[src/rtl/imem_arbiter_if.sv]
// Bus bundle between imem_arbiter, the fetch stage, the instruction memory and the loader.
// master: arbiter side; slave: fetch/memory/loader side.
`timescale 1ns/1ps
interface imem_arbiter_if #(parameter int unsigned AW = 14);
  logic [AW-1:0] fetch_addr_i;
  logic [31:0]   fetch_inst_o;
  logic          keep_pc_o;
  logic          flush_o;
  logic [AW-1:0] mem_a_o;
  logic          mem_we_o;
  logic [31:0]   mem_d_o;
  logic [31:0]   mem_spo_i;
  logic          ld_start_i;
  logic [AW:0]   ld_len_i;
  logic [7:0]    ld_byte_i;
  logic          ld_byte_vld_i;
  logic          ld_busy_o;
  logic          ld_done_o;
  logic [7:0]    ld_csum_o;

  modport master (
    input  fetch_addr_i, mem_spo_i, ld_start_i, ld_len_i, ld_byte_i, ld_byte_vld_i,
    output fetch_inst_o, keep_pc_o, flush_o, mem_a_o, mem_we_o, mem_d_o,
           ld_busy_o, ld_done_o, ld_csum_o
  );

  modport slave (
    output fetch_addr_i, mem_spo_i, ld_start_i, ld_len_i, ld_byte_i, ld_byte_vld_i,
    input  fetch_inst_o, keep_pc_o, flush_o, mem_a_o, mem_we_o, mem_d_o,
           ld_busy_o, ld_done_o, ld_csum_o
  );
endinterface

[src/rtl/imem_arbiter.sv]
// Shares the instruction memory between fetch and a boot-loader byte stream.
// Optional feature: define LOADER_CHECKSUM_EN to build the running byte checksum on ld_csum_o.
`timescale 1ns/1ps
module imem_arbiter #(
  parameter int unsigned AW           = 14,
  parameter int unsigned DRAIN_CYCLES = 4
) (
  input logic            clk_i,
  input logic            rst_n_i,
  imem_arbiter_if.master bus
);
  localparam int unsigned LW  = AW + 1;
  localparam int unsigned DW  = (DRAIN_CYCLES > 1) ? $clog2(DRAIN_CYCLES) : 1;
  localparam logic [31:0] NOP = 32'h0000_0013;

  typedef enum logic [2:0] {
    S_RUN,
    S_DRAIN,
    S_LOAD,
    S_WRITE,
    S_RESTART
  } state_t;

  state_t        state;
  logic [LW-1:0] len_q;
  logic [LW-1:0] cnt_q;
  logic [AW-1:0] addr_q;
  logic [1:0]    byte_idx;
  logic [DW-1:0] drain_cnt;
  logic [31:0]   word_q;
  logic          busy_q;
  logic          flush_q;
  logic          done_q;
  logic          we_q;

  logic          last_word_c;
  logic          byte_acc_c;
  logic          start_acc_c;

  // A byte is taken in LOAD, and in WRITE unless the word being written is the last one.
  always_comb begin
    last_word_c = 1'b0;
    byte_acc_c  = 1'b0;
    start_acc_c = 1'b0;
    last_word_c = ((cnt_q + LW'(1)) == len_q);
    byte_acc_c  = bus.ld_byte_vld_i &&
                  ((state == S_LOAD) || ((state == S_WRITE) && !last_word_c));
    start_acc_c = (state == S_RUN) && bus.ld_start_i;
  end

  always_ff @(posedge clk_i or negedge rst_n_i) begin
    if (!rst_n_i) begin
      state     <= S_RUN;
      len_q     <= '0;
      cnt_q     <= '0;
      addr_q    <= '0;
      byte_idx  <= '0;
      drain_cnt <= '0;
      word_q    <= '0;
      busy_q    <= 1'b0;
      flush_q   <= 1'b0;
      done_q    <= 1'b0;
      we_q      <= 1'b0;
    end else begin
      flush_q <= 1'b0;
      done_q  <= 1'b0;
      we_q    <= 1'b0;

      if (byte_acc_c) begin
        word_q[{byte_idx, 3'b000} +: 8] <= bus.ld_byte_i;
        byte_idx                        <= byte_idx + 2'd1;
      end

      unique case (state)
        S_RUN: begin
          if (bus.ld_start_i) begin
            len_q     <= bus.ld_len_i;
            cnt_q     <= '0;
            addr_q    <= '0;
            byte_idx  <= '0;
            drain_cnt <= '0;
            busy_q    <= 1'b1;
            state     <= S_DRAIN;
          end
        end
        S_DRAIN: begin
          if (drain_cnt == DW'(DRAIN_CYCLES - 1)) begin
            if (len_q == '0) begin
              flush_q <= 1'b1;
              done_q  <= 1'b1;
              state   <= S_RESTART;
            end else begin
              state <= S_LOAD;
            end
          end else begin
            drain_cnt <= drain_cnt + DW'(1);
          end
        end
        S_LOAD: begin
          if (byte_acc_c && (byte_idx == 2'd3)) begin
            we_q  <= 1'b1;
            state <= S_WRITE;
          end
        end
        S_WRITE: begin
          addr_q <= addr_q + AW'(1);
          cnt_q  <= cnt_q + LW'(1);
          if (last_word_c) begin
            flush_q <= 1'b1;
            done_q  <= 1'b1;
            state   <= S_RESTART;
          end else begin
            state <= S_LOAD;
          end
        end
        S_RESTART: begin
          busy_q <= 1'b0;
          state  <= S_RUN;
        end
        default: state <= S_RUN;
      endcase
    end
  end

`ifdef LOADER_CHECKSUM_EN
  logic [7:0] csum_q;

  // Modulo-256 sum of accepted bytes; held after the load completes.
  always_ff @(posedge clk_i or negedge rst_n_i) begin
    if (!rst_n_i) begin
      csum_q <= '0;
    end else if (start_acc_c) begin
      csum_q <= '0;
    end else if (byte_acc_c) begin
      csum_q <= csum_q + bus.ld_byte_i;
    end
  end

  assign bus.ld_csum_o = csum_q;
`else
  assign bus.ld_csum_o = 8'h00;
`endif

  // Fetch path is a straight wire in RUN; memory belongs to the loader otherwise.
  assign bus.mem_a_o      = (state == S_RUN) ? bus.fetch_addr_i : addr_q;
  assign bus.fetch_inst_o = (state == S_RUN) ? bus.mem_spo_i : NOP;
  assign bus.keep_pc_o    = busy_q;
  assign bus.ld_busy_o    = busy_q;
  assign bus.flush_o      = flush_q;
  assign bus.ld_done_o    = done_q;
  assign bus.mem_we_o     = we_q;
  assign bus.mem_d_o      = word_q;

endmodule
[src/flat_wrapper.sv]
// flat-port wrapper written by rule: the top's interface ports become plain ports
module imem_arbiter_flat 
#(
  parameter int unsigned AW           = 14,
  parameter int unsigned DRAIN_CYCLES = 4
)
  (clk_i, rst_n_i, bus_fetch_addr_i, bus_mem_spo_i, bus_ld_start_i, bus_ld_len_i, bus_ld_byte_i, bus_ld_byte_vld_i, bus_fetch_inst_o, bus_keep_pc_o, bus_flush_o, bus_mem_a_o, bus_mem_we_o, bus_mem_d_o, bus_ld_busy_o, bus_ld_done_o, bus_ld_csum_o);
  imem_arbiter_if #(.AW(AW)) bus_i ();
  input logic clk_i;
  input logic rst_n_i;
  input wire logic [$bits(bus_i.fetch_addr_i)-1:0] bus_fetch_addr_i;
  input wire logic [$bits(bus_i.mem_spo_i)-1:0] bus_mem_spo_i;
  input wire logic [$bits(bus_i.ld_start_i)-1:0] bus_ld_start_i;
  input wire logic [$bits(bus_i.ld_len_i)-1:0] bus_ld_len_i;
  input wire logic [$bits(bus_i.ld_byte_i)-1:0] bus_ld_byte_i;
  input wire logic [$bits(bus_i.ld_byte_vld_i)-1:0] bus_ld_byte_vld_i;
  output wire logic [$bits(bus_i.fetch_inst_o)-1:0] bus_fetch_inst_o;
  output wire logic [$bits(bus_i.keep_pc_o)-1:0] bus_keep_pc_o;
  output wire logic [$bits(bus_i.flush_o)-1:0] bus_flush_o;
  output wire logic [$bits(bus_i.mem_a_o)-1:0] bus_mem_a_o;
  output wire logic [$bits(bus_i.mem_we_o)-1:0] bus_mem_we_o;
  output wire logic [$bits(bus_i.mem_d_o)-1:0] bus_mem_d_o;
  output wire logic [$bits(bus_i.ld_busy_o)-1:0] bus_ld_busy_o;
  output wire logic [$bits(bus_i.ld_done_o)-1:0] bus_ld_done_o;
  output wire logic [$bits(bus_i.ld_csum_o)-1:0] bus_ld_csum_o;
  assign bus_i.fetch_addr_i = bus_fetch_addr_i;
  assign bus_i.mem_spo_i = bus_mem_spo_i;
  assign bus_i.ld_start_i = bus_ld_start_i;
  assign bus_i.ld_len_i = bus_ld_len_i;
  assign bus_i.ld_byte_i = bus_ld_byte_i;
  assign bus_i.ld_byte_vld_i = bus_ld_byte_vld_i;
  assign bus_fetch_inst_o = bus_i.fetch_inst_o;
  assign bus_keep_pc_o = bus_i.keep_pc_o;
  assign bus_flush_o = bus_i.flush_o;
  assign bus_mem_a_o = bus_i.mem_a_o;
  assign bus_mem_we_o = bus_i.mem_we_o;
  assign bus_mem_d_o = bus_i.mem_d_o;
  assign bus_ld_busy_o = bus_i.ld_busy_o;
  assign bus_ld_done_o = bus_i.ld_done_o;
  assign bus_ld_csum_o = bus_i.ld_csum_o;
  imem_arbiter #(.AW(AW), .DRAIN_CYCLES(DRAIN_CYCLES)) u_core (.clk_i(clk_i), .rst_n_i(rst_n_i), .bus(bus_i));
endmodule
[config.mk]
export PLATFORM = sky130hd
export DESIGN_NAME = imem_arbiter_flat
export DESIGN_NICKNAME = d
export VERILOG_FILES = /design/src/rtl/imem_arbiter_if.sv /design/src/rtl/imem_arbiter.sv /design/src/flat_wrapper.sv
export SDC_FILE = /design/constraint.sdc
export NUM_CORES = 1
export LEC_CHECK = 0
export CAP_MARGIN = 20
export CORE_MARGIN = 2
export CORE_UTILIZATION = 30
export DETAILED_ROUTE_END_ITERATION = 7
export PLACE_DENSITY = 0.55
export SLEW_MARGIN = 15
export SYNTH_ARGS = -nofsm -noshare
export SYNTH_HDL_FRONTEND = slang
export SYNTH_SLANG_ARGS = --single-unit
[constraint.sdc]
create_clock -name clk_i -period 2.85 [get_ports clk_i]
set_input_delay 0.285 -clock clk_i [delete_from_list [all_inputs] [get_ports clk_i]]
set_output_delay 0.285 -clock clk_i [all_outputs]
set_load 0.01 [all_outputs]
==> results of run 1 <==
-- cell usage after synthesis (2+ instances only) --
cell type / number / share of area [%]
nor2_1: 29 / 2.2
xor2_1: 8 / 1.4
and2_1: 33 / 4.1
a21oi_1: 7 / 0.70
ha_1: 7 / 1.8
nand4_4: 3 / 1.3
mux2i_1: 37 / 7.4
o21ai_4: 3 / 0.98
o211ai_1: 3 / 0.45
o21ai_0: 42 / 4.2
o21bai_1: 2 / 0.30
xnor2_1: 10 / 1.8
mux2_2: 28 / 6.3
nor3_1: 10 / 1.0
nand2_1: 74 / 5.6
buf_4: 13 / 2.0
a31oi_1: 3 / 0.38
nor4_1: 3 / 0.38
inv_1: 42 / 3.2
nand4_1: 9 / 1.1
o22ai_1: 2 / 0.25
nand2b_1: 9 / 1.1
and3_1: 5 / 0.63
o31ai_1: 4 / 0.60
dfrtp_1: 86 / 43
clkbuf_1: 12 / 0.90
o21ba_2: 2 / 0.40
nor4_4: 2 / 0.85
nand3_1: 17 / 1.7
buf_2: 4 / 0.40
-- placed cells by master, fill, tap and decap left out, types with 3 or more instances in the layout --
master           instances
clkdlybuf4s50_1        154
dfrtp_1                 85
nand2_1                 74
o21ai_0                 42
inv_1                   42
mux2i_1                 37
and2_1                  33
nor2_1                  29
mux2_2                  28
nand3_1                 17
buf_4                   17
xnor2_1                 10
nand4_1                  9
nand2b_1                 9
clkbuf_16                9
xor2_1                   8
nor3_1                   8
conb_1                   8
a21oi_1                  7
ha_1                     6
and3_1                   5
o31ai_1                  4
inv_6                    4
nor3_2                   3
nand4_4                  3
a31oi_1                  3
o211ai_1                 3
nor4_1                   3
o21ai_4                  3
buf_12                   3
-- cells by family (layout without fill, tap and decap cells) --
kind of cell	Yosys count	in the layout	share of synthesized area, %
simple gates	203	203	21.8
flops	86	86	43.2
compound gates	76	76	9.72
buf+inv	72	233	6.53
mux	65	65	13.8
xor+xnor	18	18	3.17
fa+ha+maj	7	7	1.76
other cells	1	8	0.0753
-- final cells by class --
type	instances	area, um2	share of cell area [%]
well taps	220	275	3.83
multi-input cells	377	2550	35.5
inverters	42	158	2.19
repair buffers	175	1740	24.2
flip-flops and latches	86	2150	30.0
clock buffers	10	239	3.32
clock inverters	6	72.6	1.01
-- metal layers --
metal	wire, um	GRT usage (%)	part of all wire (%)
met5	0	0	0
met1	6250	20.2	45
met4	144	5.02	1.0
met3	955	4.44	6.9
met2	6450	26.2	47
-- worst max-delay path by stage --
stage,startpoint,to,slack [ns],cells after the start
floorplan,u_core.cnt_q[2],u_core.bus.mem_d_o[0],0.37,8
finish,u_core.cnt_q[0],u_core.bus.mem_d_o[26],0.29,8
global placement,u_core.cnt_q[0],u_core.bus.mem_d_o[7],0.15,8
detailed placement,u_core.cnt_q[0],u_core.bus.mem_d_o[5],0.07,8
global route,u_core.cnt_q[1],u_core.bus.mem_d_o[29],0.05,9
CTS,u_core.cnt_q[0],u_core.bus.mem_d_o[5],0.06,8
-- state kept, by name, indices dropped and copies added, names as in the netlist, 2 cells and up --
name                flops
u_core.cnt_q           15
u_core.addr_q          14
u_core.bus.mem_d_o     32
u_core.byte_idx         2
u_core.len_q           15
u_core.drain_cnt        2
u_core.state            3
-- what timing repair did --
item / 4_1_cts / 5_1_grt
gates resized for setup: 0 / 4
hold buffers: 1 / 0
setup endpoints to repair: 0 / 34
buffers inserted: 0 / 3
hold endpoints to repair: 12 / 0
-- through the flow --
stage | utilization [%] | std cells
after floorplan | - | 535
after global placement | 41.3 | 895
after detailed placement | 41.3 | 895
after CTS | 43.3 | 912
after global routing | 43.8 | 916
final | 43.8 | 916
-- report_power, final --
part / switching, uW / internal, uW
clock network: 521 / 716
logic: 1340 / 1500
registers: 375 / 1580
total: 2230 / 3800
==> impl_metrics.prom, run 1 <==
# TYPE chip_impl_metric gauge
chip_impl_info{name="outcome",value="finished, final reports clean"} 1
chip_impl_metric{name="via_to_cell_ratio",unit=""} 4.67
chip_impl_metric{name="report.final.hold_viol_count",unit=""} 0
chip_impl_metric{name="first_global_vias",unit=""} 4252
chip_impl_metric{name="floorplan.rows",unit=""} 47
chip_impl_metric{name="worst_pin_slew",unit="ns"} 0.934
chip_impl_info{name="hold_class",value="register to register"} 1
chip_impl_metric{name="ff2ff_setup_slack",unit="ns"} 0.29
chip_impl_metric{name="setup_viol",unit=""} 0
chip_impl_metric{name="ys_seq_area_share",unit="%"} 43.2
chip_impl_metric{name="post-route-drc-count",unit=""} 0
chip_impl_info{name="clock_tree.root_cell",value="clkbuf_16"} 1
chip_impl_metric{name="largest_buffer_count_on_any_clock_path",unit=""} 2
chip_impl_metric{name="detail_route.wirelength",unit="um"} 13800
chip_impl_metric{name="ioPinCount",unit=""} 164
chip_impl_metric{name="final.setup.worst_slack",unit="ns"} 0.285
chip_impl_metric{name="synth_warnings",unit=""} 0
chip_impl_metric{name="insertedDiodeCount",unit=""} 0
chip_impl_metric{name="max_clk_rate",unit="MHz"} 390
chip_impl_metric{name="die_ar",unit="um2"} 17600
chip_impl_metric{name="detail_route.iter0.violations",unit=""} 138
chip_impl_metric{name="drt-wirelength-per-cell",unit="um"} 15.1
chip_impl_metric{name="globalplace.congestion",unit=""} 0.821
chip_impl_info{name="rr_startpoint",value="u_core.cnt_q[0]"} 1
chip_impl_info{name="crit_path_launch_type",value="register"} 1
chip_impl_info{name="worstHoldStart",value="u_core.addr_q[13]"} 1
chip_impl_metric{name="die_h",unit="um"} 133
chip_impl_metric{name="max_slew_margin",unit="%"} 37.3
chip_impl_info{name="hold_path_end",value="u_core.addr_q[13]"} 1
chip_impl_metric{name="start_util",unit="%"} 30.4
chip_impl_info{name="cp_cell_sequence",value="and3_1, a32o_1, a2111oi_0, and3_1, nand4_4, o21bai_1, buf_4, mux2i_1"} 1
chip_impl_metric{name="largest_clock_skew_in_the_final_design",unit="ns"} 0.00816
chip_impl_metric{name="num_vias",unit=""} 4276
chip_impl_info{name="path_class",value="register to register"} 1
chip_impl_metric{name="worst-r2r-cell-count",unit=""} 8
chip_impl_metric{name="dp_hpwl",unit="um"} 10500
chip_impl_metric{name="clk_transition_reported_paths",unit="ns"} 0.06
chip_impl_metric{name="drt_pre_antenna_iters",unit=""} 4
chip_impl_metric{name="cts_h_tree_depth",unit=""} 3
chip_impl_metric{name="postSynth.asyncResetShare",unit="%"} 100
chip_impl_metric{name="clk_latency",unit="ns"} 0.35
chip_impl_metric{name="place_ws",unit="ns"} 0.0712
chip_impl_metric{name="ys_ff_latch",unit=""} 86
chip_impl_metric{name="post_synth_num_cell_types",unit=""} 49
chip_impl_metric{name="cp_max_fo",unit=""} 8
chip_impl_metric{name="irDropWorstVdd",unit="mV"} 0.334
chip_impl_metric{name="data_arrival_time_at_the_worst_slack_endpoint",unit="ns"} 2.83
chip_impl_info{name="worstSetupEndpointType",value="register"} 1
chip_impl_info{name="cts_tree",value="built"} 1
chip_impl_metric{name="layout-area-overhead-vs-synth",unit="%"} 44.3
chip_impl_info{name="worst_r2r_endpoint",value="u_core.bus.mem_d_o[26]"} 1
chip_impl_metric{name="post_dp_cell_area",unit="um2"} 6780
chip_impl_metric{name="syn_area_per_cell",unit="um2"} 9.43
chip_impl_metric{name="cp_slowest_stage_delay",unit="ns"} 0.46
chip_impl_metric{name="route.antenna.remaining_nets",unit=""} 0
chip_impl_metric{name="core_region_area",unit="um2"} 16400
chip_impl_metric{name="globalRoute.totalOverflow",unit=""} 0
chip_impl_metric{name="grt_first_pass_wirelength",unit="um"} 22200
chip_impl_metric{name="pleak",unit="uW"} 0.00314
chip_impl_metric{name="synth_edf_count",unit=""} 0
chip_impl_info{name="cp_slowest_cell",value="dfrtp_2"} 1
chip_impl_metric{name="syn_area",unit="um2"} 4980
chip_impl_metric{name="cts_inserted_buffers",unit=""} 9
chip_impl_metric{name="worst_hold_slack",unit="ns"} 0.498
chip_impl_metric{name="pin_count_of_the_biggest_net_entering_global_routing",unit=""} 53
chip_impl_info{name="crit_path_leading_delay_family",value="compound AO/OA/AOI/OAI gates"} 1
chip_impl_metric{name="fin_crit",unit="ns"} 2.56
chip_impl_metric{name="finalCritPeriodShare",unit="%"} 90.0
chip_impl_metric{name="post-layout-total-power",unit="uW"} 6030
chip_impl_metric{name="postSynthCellCount",unit=""} 528
chip_impl_metric{name="numClockSinks",unit=""} 86
chip_impl_metric{name="setup_total_negative_slack",unit="ns"} 0
chip_impl_metric{name="fp.dieW",unit="um"} 133
chip_impl_metric{name="slew_violations",unit=""} 0
chip_impl_metric{name="timing.critical_path.buf_inv",unit=""} 1
chip_impl_metric{name="hold-path-cell-count",unit=""} 1
chip_impl_info{name="grt_setup_unrepaired",value="no"} 1
chip_impl_metric{name="crit_required",unit="ns"} 3.12
chip_impl_metric{name="power_density",unit="nW/um2"} 839
chip_impl_metric{name="cap_viol_max_count",unit=""} 0
chip_impl_metric{name="groute.usage.overall",unit="%"} 15.9
chip_impl_metric{name="fraction_of_final_layout_cells_sized_beyond_drive_strength_1",unit="%"} 12.2
chip_impl_metric{name="nets",unit=""} 771
chip_impl_metric{name="place.port_buffers",unit=""} 155
chip_impl_metric{name="stdcell_area",unit="um2"} 7190
chip_impl_metric{name="antenna_found_initial",unit=""} 0
chip_impl_info{name="critical-path-top-cell-by-count",value="and3_1"} 1
chip_impl_info{name="postSynth.topFlopCell",value="dfrtp_1"} 1
chip_impl_metric{name="fillers",unit=""} 1583
(Power assumes the default switching activity.)
==> run 2: changes to the inputs <==
Settings changed: CAP_MARGIN 20 to 5, CORE_UTILIZATION 30 to 47, PLACE_DENSITY 0.55 to 0.81.
==> impl_metrics.prom, run 2 (synthesis gave the netlist of run 1 again) <==
# TYPE chip_impl_metric gauge
chip_impl_metric{name="max_clk_rate",unit="MHz"} 374
chip_impl_metric{name="switching_share",unit="%"} 38.0
chip_impl_metric{name="via_to_cell_ratio",unit=""} 5.31
chip_impl_metric{name="drt_pre_antenna_iters",unit=""} 4
chip_impl_metric{name="route.antenna.remaining_nets",unit=""} 0
chip_impl_metric{name="cap_viol_max_count",unit=""} 0
chip_impl_metric{name="largest_clock_skew_in_the_final_design",unit="ns"} 0.00980
chip_impl_metric{name="report.final.hold_viol_count",unit=""} 0
chip_impl_metric{name="detail_route.wirelength",unit="um"} 13100
chip_impl_metric{name="floorplan.rows",unit=""} 37
chip_impl_info{name="path_class",value="register to register"} 1
chip_impl_metric{name="clk_transition_reported_paths",unit="ns"} 0.08
chip_impl_metric{name="core_region_area",unit="um2"} 10300
chip_impl_metric{name="pin_count_of_the_biggest_net_entering_global_routing",unit=""} 46
chip_impl_info{name="cp_cell_sequence",value="nand3_1, nor3_2, mux2_2, a211oi_1, nand4_4, o21ai_0, mux2i_1"} 1
chip_impl_metric{name="data_arrival_time_at_the_worst_slack_endpoint",unit="ns"} 2.96
chip_impl_metric{name="post-layout-total-power",unit="uW"} 5680
chip_impl_metric{name="groute.usage.overall",unit="%"} 23.7
chip_impl_metric{name="switching_power",unit="uW"} 2160
chip_impl_metric{name="finalNonFillerCells",unit=""} 829
chip_impl_metric{name="fp.dieW",unit="um"} 107
chip_impl_metric{name="crit_required",unit="ns"} 3.14
chip_impl_metric{name="power.combinational.fraction",unit="%"} 49.9
chip_impl_metric{name="placed_cells_incl_taps",unit=""} 810
chip_impl_info{name="clock_tree.root_cell",value="clkbuf_8"} 1
chip_impl_metric{name="cts_inserted_buffers",unit=""} 9
chip_impl_metric{name="cp_max_fo",unit=""} 8
chip_impl_metric{name="max_slew_margin",unit="%"} 39.6
chip_impl_metric{name="first_global_vias",unit=""} 4284
chip_impl_metric{name="die_ar",unit="um2"} 11400
chip_impl_metric{name="num_vias",unit=""} 4400
chip_impl_metric{name="final_core_util",unit="%"} 67.4
chip_impl_metric{name="slew_violations",unit=""} 0
chip_impl_metric{name="numClockSinks",unit=""} 86
chip_impl_metric{name="antenna_found_initial",unit=""} 0
chip_impl_metric{name="finalCritPeriodShare",unit="%"} 93.8
chip_impl_info{name="mostFrequentLayoutCell",value="clkdlybuf4s50_1"} 1
chip_impl_metric{name="largest_buffer_count_on_any_clock_path",unit=""} 2
chip_impl_metric{name="fin_crit",unit="ns"} 2.67
chip_impl_metric{name="place.port_buffers",unit=""} 155
chip_impl_metric{name="clk_latency",unit="ns"} 0.36
chip_impl_metric{name="cts_h_tree_depth",unit=""} 3
chip_impl_metric{name="irDropWorstVdd",unit="mV"} 0.361
chip_impl_info{name="hold_class",value="input pin to asynchronous set/reset pin"} 1
chip_impl_metric{name="layout-area-overhead-vs-synth",unit="%"} 39.7
chip_impl_metric{name="p_int",unit="uW"} 3520
chip_impl_metric{name="die_h",unit="um"} 107
chip_impl_metric{name="insertedDiodeCount",unit=""} 0
chip_impl_metric{name="fraction_of_final_layout_cells_sized_beyond_drive_strength_1",unit="%"} 11.7
chip_impl_metric{name="pleak",unit="uW"} 0.00309
chip_impl_metric{name="clockPowerShare",unit="%"} 15.7
chip_impl_metric{name="detail_route.iter0.violations",unit=""} 223
chip_impl_metric{name="dp_hpwl",unit="um"} 10100
chip_impl_metric{name="globalplace.congestion",unit=""} 0.950
chip_impl_metric{name="largest_reg_flops",unit=""} 32
chip_impl_metric{name="share_seq_of_total_power",unit="%"} 34.4
chip_impl_info{name="final_cell_mix",value="154 x clkdlybuf4s50_1, 86 x dfrtp_1, 74 x nand2_1"} 1
chip_impl_metric{name="multi_input_area",unit="um2"} 2550
chip_impl_metric{name="drt-wirelength-per-cell",unit="um"} 15.9
chip_impl_metric{name="start_util",unit="%"} 48.2
chip_impl_metric{name="post-route-drc-count",unit=""} 0
chip_impl_metric{name="worst_pin_slew",unit="ns"} 0.899
chip_impl_metric{name="cp_slowest_stage_delay",unit="ns"} 0.50
chip_impl_metric{name="ioPinCount",unit=""} 164
chip_impl_metric{name="layout.area.seq",unit="um2"} 2150
chip_impl_metric{name="globalRoute.totalOverflow",unit=""} 0
chip_impl_metric{name="grt_first_pass_wirelength",unit="um"} 21100
chip_impl_metric{name="fillers",unit=""} 793
chip_impl_metric{name="setup_viol",unit=""} 0
chip_impl_info{name="worstSetupEndpointType",value="register"} 1
chip_impl_info{name="cp_slowest_cell",value="dfrtp_1"} 1
chip_impl_metric{name="power_density",unit="nW/um2"} 817
chip_impl_info{name="outcome",value="finished, final reports clean"} 1
chip_impl_info{name="crit_path_launch_type",value="register"} 1
chip_impl_metric{name="nets",unit=""} 768
chip_impl_info{name="cts_tree",value="built"} 1
## run 2: power by group through the flow
stage	clock network [uW]	registers (uW)	logic [uW]
after floorplan	0	1940	1510
after global placement	0	1950	2710
after detailed placement	0	1970	2800
after CTS	915	1940	2820
after global routing	972	2000	3100
final	895	1950	2840
## run 2: routing by layer
layer  wire, um  vias to the layer above  share of wire, %  GRT usage (%)
met5          0                        -                 0              0
met4        172                        0               1.3           7.51
met3       1070                       16               8.1           5.84
met2       6650                      203                51           41.5
met1       5260                     2088                40           28.6
li1           -                     2093                 -              -
## run 2: path summary, 6_finish.rpt
kind,slack (ns),start,to,depth (start not counted)
max,0.18,u_core.cnt_q[0],u_core.byte_idx[0],7
min,0.44,rst_n_i,u_core.len_q[6],2
max reg2reg,0.18,u_core.cnt_q[0],u_core.byte_idx[0],7
min reg2reg,0.51,u_core.drain_cnt[1],u_core.drain_cnt[1],2
max in group asynchronous,1.79,rst_n_i,u_core.bus.mem_d_o[26],3
min in group clk_i,0.48,bus_ld_len_i[9],u_core.len_q[9],3
## run 2: timing repair
| action | in CTS | in global routing |
|---|---|---|
| hold buffers | 1 | 0 |
| setup buffers | 0 | 2 |
| endpoints found under the setup margin | 0 | 34 |
| endpoints found under the hold margin | 41 | 0 |
| gates resized for setup | 0 | 3 |
## run 2: stage by stage
| stage | setup slack (ns) | setup TNS (ns) | area, um2 | hold slack [ns] |
|---|---|---|---|---|
| floorplan | 0.373 | 0 | 5010 | -0.0106 |
| global placement | 0.214 | 0 | 6680 | 0.300 |
| detailed placement | 0.0668 | 0 | 6680 | 0.308 |
| CTS | 0.0582 | 0 | 6900 | 0.449 |
| global route | -0.0241 | -0.0608 | 6960 | 0.469 |
| finish | 0.176 | 0 | 6960 | 0.439 |
## run 2: final cells by class
| type | count | share of cell area, % |
|---|---|---|
| repair buffers | 172 | 24.7 |
| clock inverters | 5 | 0.809 |
| multi-input cells | 377 | 36.7 |
| flip-flops and latches | 86 | 30.9 |
| inverters | 42 | 2.27 |
| well taps | 136 | 2.45 |
| clock buffers | 11 | 2.18 |
## run 2: critical path: cells and delay by family, from the launching register on
family	cells	cell delay (ns)
and+or+nand+nor	3	0.74
AOI/OAI and AO/OA	2	0.73
muxes	2	0.63
DFF	1	0.50
==> run 3: changes to the inputs <==
Settings changed: CTS_CLUSTER_SIZE set to 28, GPL_TIMING_DRIVEN set to 0.
==> impl_metrics.prom, run 3 (synthesis gave the netlist of run 1 again) <==
# TYPE chip_impl_metric gauge
chip_impl_metric{name="place_ws",unit="ns"} -0.137
chip_impl_metric{name="pin_count_of_the_biggest_net_entering_global_routing",unit=""} 54
chip_impl_metric{name="crit_required",unit="ns"} 3.13
chip_impl_metric{name="numClockSinks",unit=""} 86
chip_impl_info{name="worstSetupEndpointType",value="register"} 1
chip_impl_metric{name="route.antenna.remaining_nets",unit=""} 0
chip_impl_metric{name="data_arrival_time_at_the_worst_slack_endpoint",unit="ns"} 3.02
chip_impl_metric{name="layout-area-overhead-vs-synth",unit="%"} 43.1
chip_impl_metric{name="fraction_of_final_layout_cells_sized_beyond_drive_strength_1",unit="%"} 13.9
chip_impl_metric{name="final_core_util",unit="%"} 69.0
chip_impl_metric{name="cts_h_tree_depth",unit=""} 3
chip_impl_info{name="crit_path_start",value="u_core.cnt_q[0]"} 1
chip_impl_metric{name="irDropWorstVdd",unit="mV"} 0.376
chip_impl_metric{name="drt_pre_antenna_iters",unit=""} 4
chip_impl_metric{name="slew_violations",unit=""} 0
chip_impl_metric{name="first_global_vias",unit=""} 4423
chip_impl_metric{name="die_ar",unit="um2"} 11400
chip_impl_metric{name="finalNonFillerCells",unit=""} 855
chip_impl_metric{name="worst_hold_slack",unit="ns"} 0.418
chip_impl_metric{name="detail_route.iter0.violations",unit=""} 274
chip_impl_info{name="clock_tree.root_cell",value="clkbuf_8"} 1
chip_impl_info{name="outcome",value="finished, final reports clean"} 1
chip_impl_info{name="rr_startpoint",value="u_core.cnt_q[0]"} 1
chip_impl_info{name="crit_path_launch_type",value="register"} 1
chip_impl_info{name="path_class",value="register to register"} 1
chip_impl_metric{name="via_to_cell_ratio",unit=""} 5.25
chip_impl_metric{name="cp_max_fo",unit=""} 9
chip_impl_metric{name="power_density",unit="nW/um2"} 799
chip_impl_metric{name="nets",unit=""} 795
chip_impl_metric{name="setup_viol",unit=""} 0
chip_impl_info{name="cts_tree",value="built"} 1
chip_impl_metric{name="ioPinCount",unit=""} 164
chip_impl_metric{name="die_h",unit="um"} 107
chip_impl_metric{name="finalCritPeriodShare",unit="%"} 95.9
chip_impl_metric{name="fp.dieW",unit="um"} 107
chip_impl_metric{name="final.setup.worst_slack",unit="ns"} 0.117
chip_impl_metric{name="pleak",unit="uW"} 0.00321
chip_impl_metric{name="post-route-drc-count",unit=""} 0
chip_impl_metric{name="groute.usage.overall",unit="%"} 24.4
chip_impl_metric{name="clk_latency",unit="ns"} 0.36
chip_impl_metric{name="globalplace.congestion",unit=""} 0.907
chip_impl_metric{name="cts_inserted_buffers",unit=""} 9
chip_impl_metric{name="num_vias",unit=""} 4486
chip_impl_info{name="final_cell_mix",value="154 x clkdlybuf4s50_1, 85 x dfrtp_1, 74 x nand2_1"} 1
chip_impl_metric{name="worst_pin_slew",unit="ns"} 0.952
chip_impl_metric{name="clk_transition_reported_paths",unit="ns"} 0.08
chip_impl_metric{name="drt-wirelength-per-cell",unit="um"} 15.9
chip_impl_metric{name="dp_hpwl",unit="um"} 10300
chip_impl_metric{name="largest_clock_skew_in_the_final_design",unit="ns"} 0.00905
chip_impl_metric{name="largest_buffer_count_on_any_clock_path",unit=""} 2
chip_impl_metric{name="largest_reg_flops",unit=""} 32
chip_impl_metric{name="globalRoute.totalOverflow",unit=""} 0
chip_impl_metric{name="max_clk_rate",unit="MHz"} 366
chip_impl_metric{name="cap_viol_max_count",unit=""} 0
chip_impl_info{name="hold_class",value="input pin to asynchronous set/reset pin"} 1
chip_impl_metric{name="place.port_buffers",unit=""} 155
chip_impl_metric{name="max_slew_margin",unit="%"} 36.0
chip_impl_metric{name="core_region_area",unit="um2"} 10300
chip_impl_info{name="mostFrequentLayoutCell",value="clkdlybuf4s50_1"} 1
chip_impl_metric{name="detail_route.wirelength",unit="um"} 13600
chip_impl_metric{name="antenna_found_initial",unit=""} 0
chip_impl_metric{name="insertedDiodeCount",unit=""} 0
chip_impl_metric{name="placed_cells_incl_taps",unit=""} 827
chip_impl_metric{name="report.final.hold_viol_count",unit=""} 0
chip_impl_metric{name="fin_crit",unit="ns"} 2.73
chip_impl_metric{name="start_util",unit="%"} 48.2
chip_impl_metric{name="floorplan.rows",unit=""} 37
chip_impl_metric{name="grt_first_pass_wirelength",unit="um"} 21900
## run 3: worst max-delay path, stage by stage, from the launching register on
cell and delay (ns):
dfrtp_2 0.43, ha_1 0.17, clkbuf_4 0.20, nand4_4 0.17, nor4_4 0.39, buf_4 0.18
xnor2_1 0.07, nand2_1 0.14, nand4_4 0.16, buf_4 0.19, o21ai_4 0.15, buf_4 0.18
mux2i_1 0.20
## run 3: worst paths after layout
check / endpoint / slack, ns / cells past startpoint
max in group asynchronous: u_core.bus.mem_d_o[13] / 1.82 / 3
hold / removal: u_core.len_q[6] / 0.42 / 2
setup reg to reg: u_core.bus.mem_d_o[22] / 0.12 / 12
min in group clk_i: u_core.len_q[9] / 0.47 / 3
hold reg to reg: u_core.drain_cnt[0] / 0.50 / 1
setup / recovery: u_core.bus.mem_d_o[22] / 0.12 / 12
## run 3: area by class of cell
type                    instances  area, um2
well taps                     136        170
repair buffers                169       1700
clock inverters                 5       58.8
plain buffers                  30        180
flip-flops and latches         86       2150
fillers                       779       3200
clock buffers                  10        138
multi-input cells             377       2570
inverters                      42        158
## run 3: per-layer routing
| metal | part of all wire [%] | vias to the layer above | global-route usage [%] |
|---|---|---|---|
| met5 | 0 | - | 0 |
| met4 | 1.1 | 0 | 6.22 |
| met3 | 7.0 | 13 | 5.23 |
| met2 | 50 | 187 | 41.6 |
| met1 | 42 | 2145 | 31.5 |
| li1 | - | 2141 | - |
## run 3: report_power, final
| group | switching [uW] | internal [uW] |
|---|---|---|
| logic | 1410 | 1500 |
| registers | 342 | 1580 |
| clock network | 440 | 425 |
| total | 2190 | 3510 |
## run 3: timing repair
action / 4_1_cts / 5_1_grt
cloned: 0 / 0
setup buffers: 4 / 8
resized for setup: 5 / 12
hold buffers: 1 / 0
pin swaps: 4 / 4
hold endpoints to repair: 33 / 0
endpoints found under the setup margin: 73 / 73
## run 3: stage by stage
step                setup TNS, ns  cell area, um2  power (uW)
finish                          0            7130        5700
global placement          -134.61            6730        4660
floorplan                       0            5010        3450
global route              -0.0448            7130        6090
CTS                             0            7030        5700
detailed placement          -2.34            6750        4770
